$ cat src/rtl/mc_main_fsm_pkg.sv
// mc_pkg: state, opcode and aluop encodings plus the control-word struct for mc_main_fsm (optional addi support via MC_ADDI_EN)
package mc_pkg;
    typedef enum logic [3:0] {
        FETCH   = 4'd0,
        DECODE  = 4'd1,
        MEMADR  = 4'd2,
        MEMRD   = 4'd3,
        MEMWB   = 4'd4,
        MEMWR   = 4'd5,
        RTYPEEX = 4'd6,
        RTYPEWB = 4'd7,
        BEQEX   = 4'd8,
        ADDIEX  = 4'd9,
        ADDIWB  = 4'd10,
        JEX     = 4'd11
    } state_t;
    localparam logic [5:0] OP_LW    = 6'b100011;
    localparam logic [5:0] OP_SW    = 6'b101011;
    localparam logic [5:0] OP_RTYPE = 6'b000000;
    localparam logic [5:0] OP_BEQ   = 6'b000100;
    localparam logic [5:0] OP_ADDI  = 6'b001000;
    localparam logic [5:0] OP_J     = 6'b000010;
    localparam logic [1:0] ALUOP_ADD   = 2'b00;
    localparam logic [1:0] ALUOP_SUB   = 2'b01;
    localparam logic [1:0] ALUOP_FUNCT = 2'b10;
    typedef struct packed {
        logic       iord;
        logic       memwrite;
        logic       irwrite;
        logic       regdst;
        logic       memtoreg;
        logic       regwrite;
        logic       alusrca;
        logic [1:0] alusrcb;
        logic [1:0] pcsrc;
        logic [1:0] aluop;
        logic       pcwrite;
        logic       branch;
    } ctrl_t;
endpackage

$ cat src/rtl/mc_main_fsm_if.sv
// mc_main_fsm_if: opcode/flag inputs and datapath control outputs of the main controller
interface mc_main_fsm_if;
    logic [5:0] op;
    logic       zero;
    logic       iord;
    logic       memwrite;
    logic       irwrite;
    logic       regdst;
    logic       memtoreg;
    logic       regwrite;
    logic       alusrca;
    logic [1:0] alusrcb;
    logic [1:0] pcsrc;
    logic [1:0] aluop;
    logic       pcen;
    logic       illegal;
    logic [3:0] state;
    modport master (
        input  op, zero,
        output iord, memwrite, irwrite, regdst, memtoreg, regwrite, alusrca,
               alusrcb, pcsrc, aluop, pcen, illegal, state
    );
    modport slave (
        output op, zero,
        input  iord, memwrite, irwrite, regdst, memtoreg, regwrite, alusrca,
               alusrcb, pcsrc, aluop, pcen, illegal, state
    );
endinterface

$ cat src/rtl/mc_main_fsm_outdec.sv
// mc_outdec: Moore state-to-control-word decoder; ADDIEX/ADDIWB decode only with MC_ADDI_EN
module mc_outdec
    import mc_pkg::*;
(
    input  state_t state,
    output ctrl_t  ctrl
);
    // one control word per state, everything unlisted stays 0
    always_comb begin
        ctrl = '0;
        case (state)
            FETCH:   begin ctrl.alusrcb = 2'b01; ctrl.irwrite = 1'b1; ctrl.pcwrite = 1'b1; end
            DECODE:  ctrl.alusrcb = 2'b11;
            MEMADR:  begin ctrl.alusrca = 1'b1; ctrl.alusrcb = 2'b10; end
            MEMRD:   ctrl.iord = 1'b1;
            MEMWB:   begin ctrl.memtoreg = 1'b1; ctrl.regwrite = 1'b1; end
            MEMWR:   begin ctrl.iord = 1'b1; ctrl.memwrite = 1'b1; end
            RTYPEEX: begin ctrl.alusrca = 1'b1; ctrl.aluop = ALUOP_FUNCT; end
            RTYPEWB: begin ctrl.regdst = 1'b1; ctrl.regwrite = 1'b1; end
            BEQEX:   begin ctrl.alusrca = 1'b1; ctrl.aluop = ALUOP_SUB; ctrl.pcsrc = 2'b01; ctrl.branch = 1'b1; end
`ifdef MC_ADDI_EN
            ADDIEX:  begin ctrl.alusrca = 1'b1; ctrl.alusrcb = 2'b10; end
            ADDIWB:  ctrl.regwrite = 1'b1;
`endif
            JEX:     begin ctrl.pcsrc = 2'b10; ctrl.pcwrite = 1'b1; end
            default: ctrl = '0;
        endcase
    end
endmodule

$ cat src/rtl/mc_main_fsm.sv
// mc_main_fsm: multi-cycle MIPS main controller FSM; MC_ADDI_EN enables the addi path
module mc_main_fsm
    import mc_pkg::*;
(
    input logic          clk,
    input logic          rst,
    mc_main_fsm_if.master bus
);
    state_t state_q, state_d;
    logic   sw_q, bad_op;
    ctrl_t  ctrl;
    mc_outdec u_outdec (.state(state_q), .ctrl(ctrl));
    // state register; lw/sw is remembered at DECODE since op is only valid there
    always_ff @(posedge clk or posedge rst) begin
        if (rst) begin
            state_q <= FETCH;
            sw_q    <= 1'b0;
        end else begin
            state_q <= state_d;
            if (state_q == DECODE) sw_q <= (bus.op == OP_SW);
        end
    end
    // next-state logic; unknown opcodes and unreachable codes fall back to FETCH
    always_comb begin
        state_d = FETCH;
        bad_op  = 1'b0;
        case (state_q)
            FETCH:   state_d = DECODE;
            DECODE:
                case (bus.op)
                    OP_LW, OP_SW: state_d = MEMADR;
                    OP_RTYPE:     state_d = RTYPEEX;
                    OP_BEQ:       state_d = BEQEX;
`ifdef MC_ADDI_EN
                    OP_ADDI:      state_d = ADDIEX;
`endif
                    OP_J:         state_d = JEX;
                    default:      bad_op  = 1'b1;
                endcase
            MEMADR:  state_d = sw_q ? MEMWR : MEMRD;
            MEMRD:   state_d = MEMWB;
            RTYPEEX: state_d = RTYPEWB;
`ifdef MC_ADDI_EN
            ADDIEX:  state_d = ADDIWB;
`endif
            default: state_d = FETCH;
        endcase
    end
    // outputs; write enables and pulses are masked while reset is held
    always_comb begin
        bus.iord     = ctrl.iord;
        bus.memwrite = ctrl.memwrite & ~rst;
        bus.irwrite  = ctrl.irwrite & ~rst;
        bus.regdst   = ctrl.regdst;
        bus.memtoreg = ctrl.memtoreg;
        bus.regwrite = ctrl.regwrite & ~rst;
        bus.alusrca  = ctrl.alusrca;
        bus.alusrcb  = ctrl.alusrcb;
        bus.pcsrc    = ctrl.pcsrc;
        bus.aluop    = ctrl.aluop;
        bus.pcen     = (ctrl.pcwrite | (ctrl.branch & bus.zero)) & ~rst;
        bus.illegal  = bad_op & ~rst;
        bus.state    = state_q;
    end
endmodule

$ cat src/flat_wrapper.sv
// flat-port wrapper written by rule: the top's interface ports become plain ports
module mc_main_fsm_flat import mc_pkg::*;
  (clk, rst, bus_op, bus_zero, bus_iord, bus_memwrite, bus_irwrite, bus_regdst, bus_memtoreg, bus_regwrite, bus_alusrca, bus_alusrcb, bus_pcsrc, bus_aluop, bus_pcen, bus_illegal, bus_state);
  mc_main_fsm_if bus_i ();
  input logic clk;
  input logic rst;
  input wire logic [$bits(bus_i.op)-1:0] bus_op;
  input wire logic [$bits(bus_i.zero)-1:0] bus_zero;
  output wire logic [$bits(bus_i.iord)-1:0] bus_iord;
  output wire logic [$bits(bus_i.memwrite)-1:0] bus_memwrite;
  output wire logic [$bits(bus_i.irwrite)-1:0] bus_irwrite;
  output wire logic [$bits(bus_i.regdst)-1:0] bus_regdst;
  output wire logic [$bits(bus_i.memtoreg)-1:0] bus_memtoreg;
  output wire logic [$bits(bus_i.regwrite)-1:0] bus_regwrite;
  output wire logic [$bits(bus_i.alusrca)-1:0] bus_alusrca;
  output wire logic [$bits(bus_i.alusrcb)-1:0] bus_alusrcb;
  output wire logic [$bits(bus_i.pcsrc)-1:0] bus_pcsrc;
  output wire logic [$bits(bus_i.aluop)-1:0] bus_aluop;
  output wire logic [$bits(bus_i.pcen)-1:0] bus_pcen;
  output wire logic [$bits(bus_i.illegal)-1:0] bus_illegal;
  output wire logic [$bits(bus_i.state)-1:0] bus_state;
  assign bus_i.op = bus_op;
  assign bus_i.zero = bus_zero;
  assign bus_iord = bus_i.iord;
  assign bus_memwrite = bus_i.memwrite;
  assign bus_irwrite = bus_i.irwrite;
  assign bus_regdst = bus_i.regdst;
  assign bus_memtoreg = bus_i.memtoreg;
  assign bus_regwrite = bus_i.regwrite;
  assign bus_alusrca = bus_i.alusrca;
  assign bus_alusrcb = bus_i.alusrcb;
  assign bus_pcsrc = bus_i.pcsrc;
  assign bus_aluop = bus_i.aluop;
  assign bus_pcen = bus_i.pcen;
  assign bus_illegal = bus_i.illegal;
  assign bus_state = bus_i.state;
  mc_main_fsm u_core (.clk(clk), .rst(rst), .bus(bus_i));
endmodule
$ cat config.mk
export PLATFORM = sky130hd
export DESIGN_NAME = mc_main_fsm_flat
export DESIGN_NICKNAME = d
export VERILOG_FILES = /design/src/rtl/mc_main_fsm_pkg.sv /design/src/rtl/mc_main_fsm_if.sv /design/src/rtl/mc_main_fsm_outdec.sv /design/src/rtl/mc_main_fsm.sv /design/src/flat_wrapper.sv
export SDC_FILE = /design/constraint.sdc
export NUM_CORES = 1
export LEC_CHECK = 0
export CAP_MARGIN = 15
export CORE_MARGIN = 2
export CORE_UTILIZATION = 35
export CTS_CLUSTER_DIAMETER = 50
export DETAILED_ROUTE_END_ITERATION = 10
export GPL_TIMING_DRIVEN = 0
export MAX_ROUTING_LAYER = met4
export PLACE_DENSITY = 0.75
export REMOVE_ABC_BUFFERS = 1
export SLEW_MARGIN = 0
export SYNTH_ARGS = -nofsm -noshare
export SYNTH_HDL_FRONTEND = slang
export SYNTH_SLANG_ARGS = --single-unit
export TNS_END_PERCENT = 10
$ cat constraint.sdc
create_clock -name clk -period 1.7 [get_ports clk]
set_input_delay 0.34 -clock clk [delete_from_list [all_inputs] [get_ports clk]]
set_output_delay 0.34 -clock clk [all_outputs]
set_load 0.02 [all_outputs]
After elaboration in Yosys (flattened, before gate mapping)
Index checks and enable logic that the tools add are counted.
{"block": "classes", "muxes": 17, "reduce_logical": 8, "bitwise_logic": 8, "n_eq_ne": 13}
{"op": "4-bit one-hot mux with 5 select lines", "count": 1}
{"op": "4-bit by 3-bit equality test with 1-bit output, second input constant", "count": 4}
{"op": "4-bit one-hot mux with 4 select lines", "count": 1}
{"op": "6-bit equality test, second input constant", "count": 2}
{"op": "1-bit two-way mux", "count": 11}
{"op": "4-bit by 2-bit equality test with 1-bit output, second input constant", "count": 2}
{"op": "4-bit equality test, second input constant", "count": 2}
{"op": "2-bit one-hot mux with 2 select lines", "count": 2}
{"op": "2-bit OR reduction", "count": 4}
{"op": "1-bit AND", "count": 6}
{"op": "6-bit by 2-bit equality test with 1-bit output, second input constant", "count": 1}
{"op": "6-bit by 3-bit equality test with 1-bit output, second input constant", "count": 1}
{"op": "6-bit logical NOT", "count": 1}
{"op": "2-bit one-hot mux with 3 select lines", "count": 1}
{"op": "5-bit OR reduction", "count": 1}
{"op": "4-bit by 1-bit equality test with 1-bit output, second input constant", "count": 1}
{"op": "4-bit logical NOT", "count": 1}
{"op": "3-bit two-way mux", "count": 1}
{"op": "3-bit OR reduction", "count": 1}
{"op": "1-bit NOT", "count": 1}
{"op": "1-bit OR", "count": 1}
{"block": "word_totals", "ff_bits": 5}

Depth between registers and ports, before layout
Gate-level depths: netlist (run 1).
{"block": "logic_depth", "word_depth": 5, "ltp_mapped": 4, "mapped_depth_nobuf": 3}

Modules after synthesis
Synthesis (run 1) repeated with hierarchy kept, for this count alone.
{"block": "hier_totals", "hier_cells": 57, "area_unflattened_um2": 480.5}
{"module": "mc_main_fsm", "n_inst": 1, "cells_each": 34, "area_per_inst_um2": 329.1}
{"module": "mc_outdec", "n_inst": 1, "cells_each": 23, "area_per_inst_um2": 151.4}

Least setup slack after synthesis (run 1)
No wires, ideal clock.
{"block": "synth_timing", "kind": "register -> output", "from": "register u_core.state_q[1] (netlist: u_core.bus.state[1])", "to": "output port bus_illegal", "required_time_ns": 1.360, "arrival_time_ns": 1.573, "path_stages_with_launch": 5, "setup_slack_ns": -0.213, "path_cell_list": "dfrtp_1 buf_6 nand2b_1 or4_1 a221oi_2"}
{"block": "synth_between", "elab_chain_cells": 3}
{"item": "start, declared", "line": "mc_main_fsm.sv:9", "source": "state_t state_q, state_d;"}
{"item": "start signal, assigned", "line": "mc_main_fsm.sv:19", "source": "state_q <= state_d;"}
{"item": "4-bit by 1-bit equality test with 1-bit output", "line": "mc_main_fsm.sv:27", "source": "case (state_q)"}
{"item": "1-bit two-way mux", "line": "mc_main_fsm.sv:27"}
{"item": "1-bit AND", "line": "mc_main_fsm.sv:62", "source": "bus.illegal = bad_op & ~rst;"}
{"item": "end, declared", "line": "flat_wrapper.sv:20", "source": "output wire logic [$bits(bus_i.illegal)-1:0] bus_illegal;"}
No other way between the ends.

Worst setup path in the final report (run 1)
Ends and elaborated chain as after synthesis.

==> results of run 1 <==
## cells in the final DEF (no fill, tap or decap), drive strengths merged
cell and instances:
buf 26, clkdlybuf4s50 8, nor2 7, nor3 6, clkbuf 6, dlygate4sd2 5
dfrtp 5, nand2 4, inv 3, a21oi 3, nand2b 3, a211oi 2
and3 2, o21ai 2, nand3 2, a221oi 2, nor4b 2, or2b 1
nor2b 1, or4b 1, o32ai 1, nand4 1, nand4b 1, o31ai 1
xnor2 1, or4 1, mux2 1, xor2 1, clkdlybuf4s15 1, dlymetal6s2s 1
## worst reg2reg max path, cell delays in order (launching register included)
cell      delay [ps]
dfrtp_2          430
buf_4            150
buf_4            130
or4b_4           550
nand2b_1         160
o32ai_1          130
## final timing paths
| check | to | slack, ps | cells past startpoint |
|---|---|---|---|
| min in group clk | u_core.sw_q | 500 | 2 |
| max reg2reg | u_core.bus.state[1] | 40 | 5 |
| min reg2reg | u_core.sw_q | 500 | 2 |
| max in group asynchronous | u_core.bus.state[0] | 1280 | 2 |
| min | u_core.sw_q | 230 | 2 |
| max | bus_illegal | -260 | 4 |
## registers in the layout, summed over array words and instances (netlist names)
signal            cells
u_core.bus.state      4
u_core.sw_q           1
## metal layers
layer | track usage, % | up-vias | wire (µm)
li1 | - | 298 | -
met1 | 25.6 | 280 | 629
met2 | 35.7 | 36 | 760
met3 | 3.33 | 2 | 120
met4 | 7.50 | 0 | 17
met5 | - | - | 0
## final cells by class
class	count	area [µm²]
clock buffer	4	26.3
fill	110	423
inverter	3	11.3
multi-input combinational	46	319
sequential	5	130
tap	15	18.8
timing repair buffer	43	340
## synthesized netlist by cell type (2+ instances only)
| cell | count |
|---|---|
| dfrtp_1 | 5 |
| nand3_1 | 2 |
| nand2b_1 | 3 |
| a21oi_1 | 3 |
| nand2_1 | 4 |
| inv_1 | 3 |
| nor2_1 | 7 |
| nor3_1 | 6 |
| buf_2 | 2 |
| and3_1 | 2 |
| o21ai_0 | 2 |
| a211oi_1 | 2 |
## per-stage QoR
step / total power, µW / instance area, µm² / hold WS, ps / setup WS (ps)
after floorplan: 457 / 432 / 119 / -287
after global placement: 660 / 721 / 496 / -850
after detailed placement: 664 / 721 / 495 / -833
after CTS: 871 / 822 / 210 / -255
after global routing: 960 / 846 / 225 / -320
final: 905 / 846 / 228 / -260
## where the power goes
part / switching (µW) / internal [µW] / leakage (µW)
combinational: 296 / 283 / 0.000341
sequential: 39.5 / 143 / 0.0000613
clock: 54.3 / 89.1 / 0.0000150
## kinds of logic (layout without fill, tap and decap cells)
| kind of cell | after synthesis | count (layout) | synth area share [%] |
|---|---|---|---|
| buffers and inverters | 8 | 50 | 9.43 |
| xor gates and xnor gates | 2 | 2 | 3.77 |
| muxes | 1 | 1 | 2.43 |
| and+or+nand+nor | 32 | 32 | 40.2 |
| DFF | 5 | 5 | 27.0 |
| AOI/OAI and AO/OA | 11 | 11 | 17.2 |
## what timing repair did
action | 4_1_cts | 5_1_grt
gates resized for setup | 63 | 13
endpoints found under the setup margin | 19 | 15
buffers inserted | 14 | 2
==> reports/results.ini, run 1 <==
[run_status]
status = finished, violations left
violations = setup timing

[routing]
wl_mm = 1.53
drtIter0Drc = 11
dr.pass1.iters = 4
viasPerCell = 5.31
vias = 616
route.antenna.remaining_nets = 0
drt-wirelength-per-cell_um = 13.2
drcViolationCount = 0

[cts]
clockBufferDepth = 2
htreeDepth = 1
cts-buffers-inserted = 3
cts_hold_buf = 0
insertion_delay_ps = 250
cts_num_sinks = 5
cts_tree = yes
clk_pin_slew_ps = 50
root_buffer = clkbuf_4

[placement]
io_buffers = 27
gp_congestion = 0.779
dp.cells = 96
dpl.hpwl_um = 868

[synthesis]
synth.cell_area_um2 = 464
synth_cell_types = 30
synthArstFlopShare_pct = 100
synth.ff_latch_count = 5
synth_top_flop_cell = dfrtp_1
yosys.area.top_type_share_pct = 27.0
synthTopCellsByArea = dfrtp_1 (27%), nor3_1 (6.5%), nor2_1 (5.7%)
synth_area_leader_cell = dfrtp_1
synth-seq-area-share_pct = 27.0
syn_avg_cell_area_um2 = 7.87
postSynthCellCount = 59
synth-edff-count = 0
synth_warnings = 0

[timing]
timing.clock.skew_ps = 3.24
fmax_mhz = 510
finalSetupTns_ps = -1350
finalSetupViolations = 8
fin_crit_sh_pct = 115
relSlewSlack_pct = 76.9
hold_viol_final = 0
worst_pin_slew_ps = 345
fin_crit_ps = 1960
setup_slack_ps = -260
slew_violations = 0
rsz0062_at_grt = yes

[worst_setup_path]
end_kind = output port
cp_slowest_cell = dfrtp_2
worstPathArrival_ps = 1620
startpoint_type = flop
slowest_delay_ps = 430
cp_cell_sequence = nand2b_4 -> or4_4 -> a221oi_2 -> buf_4
path_class = reg -> out
crit_buf_inv = 1
reg2reg_from = u_core.bus.state[3]
path_delay_family = simple AND/OR/NAND/NOR gates
crit_path_max_fanout = 6
worstSetupStartpoint = u_core.bus.state[1]
required_ps = 1360

[min_path]
hold_class = in -> async

[final_layout]
final_cells = 116
drive_above_1_share_pct = 44.6
area_delta_synth_final_pct = 82.2
utilization_pct = 66.7
nets = 111
n_antenna_cell = 0

[global_routing]
grt_pass1_vias = 494
overflow = 0
grt_antenna_before_repair = 0
grt_max_degree = 8
grt_first_pass_wirelength_mm = 2.24
track_usage_pct = 21.3

[floorplan]
core_um2 = 1270
start_util_pct = 36.6
die_w_um = 40.4
chipHeight_um = 40.4
row_count = 13
ios = 28
die_area_um2 = 1630

[power_and_ir_drop]
vdd_drop_max_v = 0.000437
leakage_uw = 0.000417
power.density_nw_per_um2 = 1070

[flow_run]
drv_cap = 0

Power figures use the tool's default switching activity.
==> run 2: changes to the inputs <==
SLEW_MARGIN = not set   (was 0)
==> results of run 2 <==
Same layout as run 1: the final DEF is identical, and so are final timing and power.
==> run 3: changes to the inputs <==
SLEW_MARGIN = 20   (was not set)
==> results of run 3 <==
Same layout as run 1: the final DEF is identical, and so are final timing and power.
